<file path="src/rtl/gng_pipe_accum_adder.sv">
// rtl/gng_pipe_accum_adder.sv - two-stage signed pair adder with optional ACC_N-sample accumulation
module gng_pipe_accum_adder #(
    parameter int A_W   = 18,
    parameter int B_W   = 21,
    parameter int ACC_N = 4,
    parameter int OUT_W = 24
) (
    input  logic                      clk,
    input  logic                      rst,
    input  logic                      in_valid,
    input  logic [A_W-1:0]            dataa,
    input  logic [B_W-1:0]            datab,
    input  logic                      mode,
    input  logic                      clear,
    output logic                      out_valid,
    output logic [OUT_W-1:0]          sum,
    output logic [$clog2(ACC_N):0]    acc_cnt
);

    localparam int CNT_W = $clog2(ACC_N) + 1;
    localparam logic [CNT_W-1:0] LAST_CNT = CNT_W'(ACC_N - 1);

    logic [OUT_W-1:0] a_ext;
    logic [OUT_W-1:0] b_ext;

    logic [OUT_W-1:0] s1_q, s1_d;
    logic             s1_v_q, s1_v_d;
    logic             s1_mode_q, s1_mode_d;
    logic [OUT_W-1:0] acc_q, acc_d;
    logic [CNT_W-1:0] cnt_q, cnt_d;
    logic [OUT_W-1:0] sum_q, sum_d;
    logic             out_valid_q, out_valid_d;
    logic [OUT_W-1:0] acc_plus;

    assign a_ext    = {{(OUT_W-A_W){dataa[A_W-1]}}, dataa};
    assign b_ext    = {{(OUT_W-B_W){datab[B_W-1]}}, datab};
    assign acc_plus = acc_q + s1_q;

    always_comb begin
        s1_d        = s1_q;
        s1_v_d      = 1'b0;
        s1_mode_d   = s1_mode_q;
        acc_d       = acc_q;
        cnt_d       = cnt_q;
        sum_d       = sum_q;
        out_valid_d = 1'b0;

        // clear drops both the sample in stage 1 and the one arriving now
        if (in_valid && !clear) begin
            s1_d      = a_ext + b_ext;
            s1_mode_d = mode;
            s1_v_d    = 1'b1;
        end

        if (clear) begin
            acc_d = '0;
            cnt_d = '0;
        end else if (s1_v_q) begin
            if (!s1_mode_q) begin
                sum_d       = s1_q;
                out_valid_d = 1'b1;
                acc_d       = '0;
                cnt_d       = '0;
            end else if (cnt_q == LAST_CNT) begin
                sum_d       = acc_plus;
                out_valid_d = 1'b1;
                acc_d       = '0;
                cnt_d       = '0;
            end else begin
                acc_d = acc_plus;
                cnt_d = cnt_q + 1'b1;
            end
        end
    end

    always_ff @(posedge clk or posedge rst) begin
        if (rst) begin
            s1_q        <= '0;
            s1_v_q      <= 1'b0;
            s1_mode_q   <= 1'b0;
            acc_q       <= '0;
            cnt_q       <= '0;
            sum_q       <= '0;
            out_valid_q <= 1'b0;
        end else begin
            s1_q        <= s1_d;
            s1_v_q      <= s1_v_d;
            s1_mode_q   <= s1_mode_d;
            acc_q       <= acc_d;
            cnt_q       <= cnt_d;
            sum_q       <= sum_d;
            out_valid_q <= out_valid_d;
        end
    end

    assign out_valid = out_valid_q;
    assign sum       = sum_q;
    assign acc_cnt   = cnt_q;

endmodule

</file>
<file path="config.mk">
export PLATFORM = sky130hd
export DESIGN_NAME = gng_pipe_accum_adder
export DESIGN_NICKNAME = d
export VERILOG_FILES = /design/src/rtl/gng_pipe_accum_adder.sv
export SDC_FILE = /design/constraint.sdc
export NUM_CORES = 1
export LEC_CHECK = 0
export CAP_MARGIN = 20
export CORE_UTILIZATION = 60
export DETAILED_ROUTE_END_ITERATION = 12
export GPL_TIMING_DRIVEN = 0
export MAX_ROUTING_LAYER = met4
export PLACE_DENSITY = 0.87
export SLEW_MARGIN = 0
export SYNTH_ARGS = -nofsm -noshare
export SYNTH_HDL_FRONTEND = slang
export SYNTH_SLANG_ARGS = --single-unit
</file>
<file path="constraint.sdc">
create_clock -name clk -period 7.7 [get_ports clk]
set_input_delay 1.54 -clock clk [delete_from_list [all_inputs] [get_ports clk]]
set_output_delay 1.54 -clock clk [all_outputs]
set_load 0.02 [all_outputs]
</file>
==> flow_summary.ini <==
[sta]
rsz0062_at_grt = no
finalSetupTns_ns = 0
finalClockSkew_ns = 0.0154
hold_violations = 0
fin_ws_ns = 3.70
drv_slew = 0
period_needed_ns = 4.00
setup_viol = 0
finalCritPeriodShare = 0.519
timing.slew.headroom = 0.392
tightest_slew_ns = 0.912
max_freq_mhz = 250

[global_route]
grt_pass1_vias = 4209
grt_pass1_wl_um = 19700
antenna_found_initial = 0
gr-total-overflow = 0
grt_max_degree = 77
grt_usage = 0.295

[power]
intPower_w = 0.000832
ir_drop_mv = 0.124
clkPwrFrac = 0.237
sw_frac_of_total = 0.362
switchingPower_w = 0.000472
seq_power_share = 0.398
power_leakage_nw = 2.79
p_per_area_nw_per_um2 = 214
combPwrFrac = 0.365

[placed_design]
place_ws_ns = 3.30
port_buffers = 71
dp_hpwl_um = 9150
gp_congestion = 0.890

[drt]
drcViolationCount = 2
drtPass1Iterations = 10
via_per_inst = 5.96
wl_um = 11800
num_vias = 4403
wl_per_cell_um = 15.9
drtIter0Drc = 261
postRouteAntennaNets = 0

[finish]
syn2layout_area_growth_pct = 20.7
final_util = 0.744
nFillCells = 600
antenna_cells = 0
fin_nets = 720
layout-drive-gt1-share = 0.0379

[worst_setup_path]
endpoint_kind = flop
crit_arrival_ns = 4.23
cp_cell_sequence = clkdlybuf4s50_1 > ha_1 > fa_1 > a21o_1 > a21oi_1 > o31ai_1 > a31o_2 > a31oi_1 > o21bai_1 > xnor2_1 > o21ai_1
cp-start-kind = input port
crit_required_ns = 7.93
worstPathMaxFanout = 3
crit_buf_inv = 1
slowest_stage = clkdlybuf4s50_1
crit_type = input port to flop
worst_path_dominant_cell_family = compound AO/OA/AOI/OAI gates
slowest_delay_ns = 0.40

[clocking]
cts_root_buf = clkbuf_8
cts_hold_buf = 0
clkTransAtPathRegs_ns = 0.08
cts_sinks = 76
post_cts_resized = 0
cts_buffers = 9
cts_buffer_depth = 2
htreeDepth = 3
clock_latency_ns = 0.36
cts_tree = yes
cts_setup_buffers = 0

[yosys]
ys_ff_latch = 76
yosys.cell_count.top_type = dfrtp_1
synth_area_um2 = 5040
synth_top_area_share = 0.377
synth_area_leader_cell = dfrtp_1
synth-warning-count = 0
ys_top_cells_by_count = dfrtp_1 (76), nand2_1 (75), o21ai_0 (54)
synth_nets = 638
synth-async-reset-ratio = 1.00
avgSynthCellArea_um2 = 9.22
ys_seq_area_frac = 0.377
synth_area_leaders = dfrtp_1 (38%), ha_1 (11%), nand2_1 (5.6%)
synthFlopType = dfrtp_1
synth-edff-count = 0
synth_cells = 547
ys_types = 55

[die]
start_util = 0.617
core_area_um2 = 8180
die_y_um = 93.7
fp-row-count = 33
die_area_um2 = 8770
die_w_um = 93.7
pin_count = 72

[run_status]
failed_checks = DRC
outcome = finished, violations left

[min_path]
hp-class = flop to flop

[run]
cap_violations = 0
## layout make-up
class | count | area, µm² | share of cell area
buffer | 23 | 86.3 | 0.0142
multi-input combinational | 434 | 3000 | 0.493
timing repair buffer | 71 | 711 | 0.117
clock buffer | 9 | 124 | 0.0204
sequential | 76 | 1900 | 0.313
clock inverter | 7 | 73.8 | 0.0121
inverter | 14 | 55.1 | 0.00905
tap | 105 | 131 | 0.0216
## cells by family (layout without fill, tap and decap cells)
logic type / count (synthesis) / after routing / synth area share
AO/OA/AOI/OAI: 195 / 195 / 0.251
XOR/XNOR: 38 / 38 / 0.0660
adder cells (fa/ha/maj): 47 / 47 / 0.120
buffers and inverters: 37 / 124 / 0.0275
flip-flops: 76 / 76 / 0.377
multiplexers: 17 / 17 / 0.0337
AND/OR/NAND/NOR: 137 / 137 / 0.125
## flip-flops by register name, summed over array words and instances (netlist names)
signal     cells
acc_q         24
s1_q          22
out_valid      1
acc_cnt        3
s1_v_q         1
sum           24
s1_mode_q      1
## metrics by stage
stage	hold slack [ns]	total power (W)	std cells	area, µm²
2_1_floorplan	0.454	0.000821	547	5040
3_3_place_gp	0.461	0.000981	723	5880
3_5_place_dp	0.470	0.00100	723	5890
4_1_cts	0.488	0.00131	739	6080
5_1_grt	0.510	0.00138	739	6080
6_report	0.486	0.00130	739	6080
## worst register-to-register path: cells and delay by family, from the launching register on
| family | cells | cell delay, ns |
|---|---|---|
| flops | 1 | 0.42 |
| simple gates | 1 | 0.20 |
| xor+xnor | 1 | 0.14 |
| compound gates | 6 | 1.38 |
| fa+ha+maj | 2 | 0.69 |
## layout by cell type, fill, tap and decap left out, types with 18 or more instances in the layout
cell type,n
clkdlybuf4s50_1,71
a21o_1,19
o21ai_0,54
xnor2_1,26
nand2_1,75
clkbuf_1,20
a21oi_1,39
ha_1,45
a22o_1,18
dfrtp_1,76
## power by group through the flow
| stage | registers, W | logic, W | clock network (W) |
|---|---|---|---|
| CTS | 0.000519 | 0.000478 | 0.000311 |
| finish | 0.000519 | 0.000477 | 0.000309 |
| global placement | 0.000522 | 0.000459 | 0 |
| floorplan | 0.000559 | 0.000262 | 0 |
| global route | 0.000527 | 0.000525 | 0.000332 |
| detailed placement | 0.000527 | 0.000476 | 0 |
## routing by layer
| layer | part of all wire | wire [µm] | GRT usage |
|---|---|---|---|
| met5 | 0 | 0 | - |
| met4 | 0.021 | 250 | 0.0974 |
| met3 | 0.058 | 678 | 0.0388 |
| met2 | 0.48 | 5690 | 0.482 |
| met1 | 0.44 | 5160 | 0.381 |
## final timing paths
check,startpoint,end,slack (ns),cells past startpoint
hold / removal,sum[15],sum[15],0.49,2
max in group asynchronous,rst,sum[14],5.36,2
setup / recovery,dataa[0],s1_q[16],3.70,11
setup reg to reg,s1_q[0],sum[22],4.76,10
hold reg to reg,sum[15],sum[15],0.49,2
min in group asynchronous,rst,acc_cnt[0],1.72,2
Note: power is estimated with default switching activity, not from simulation.
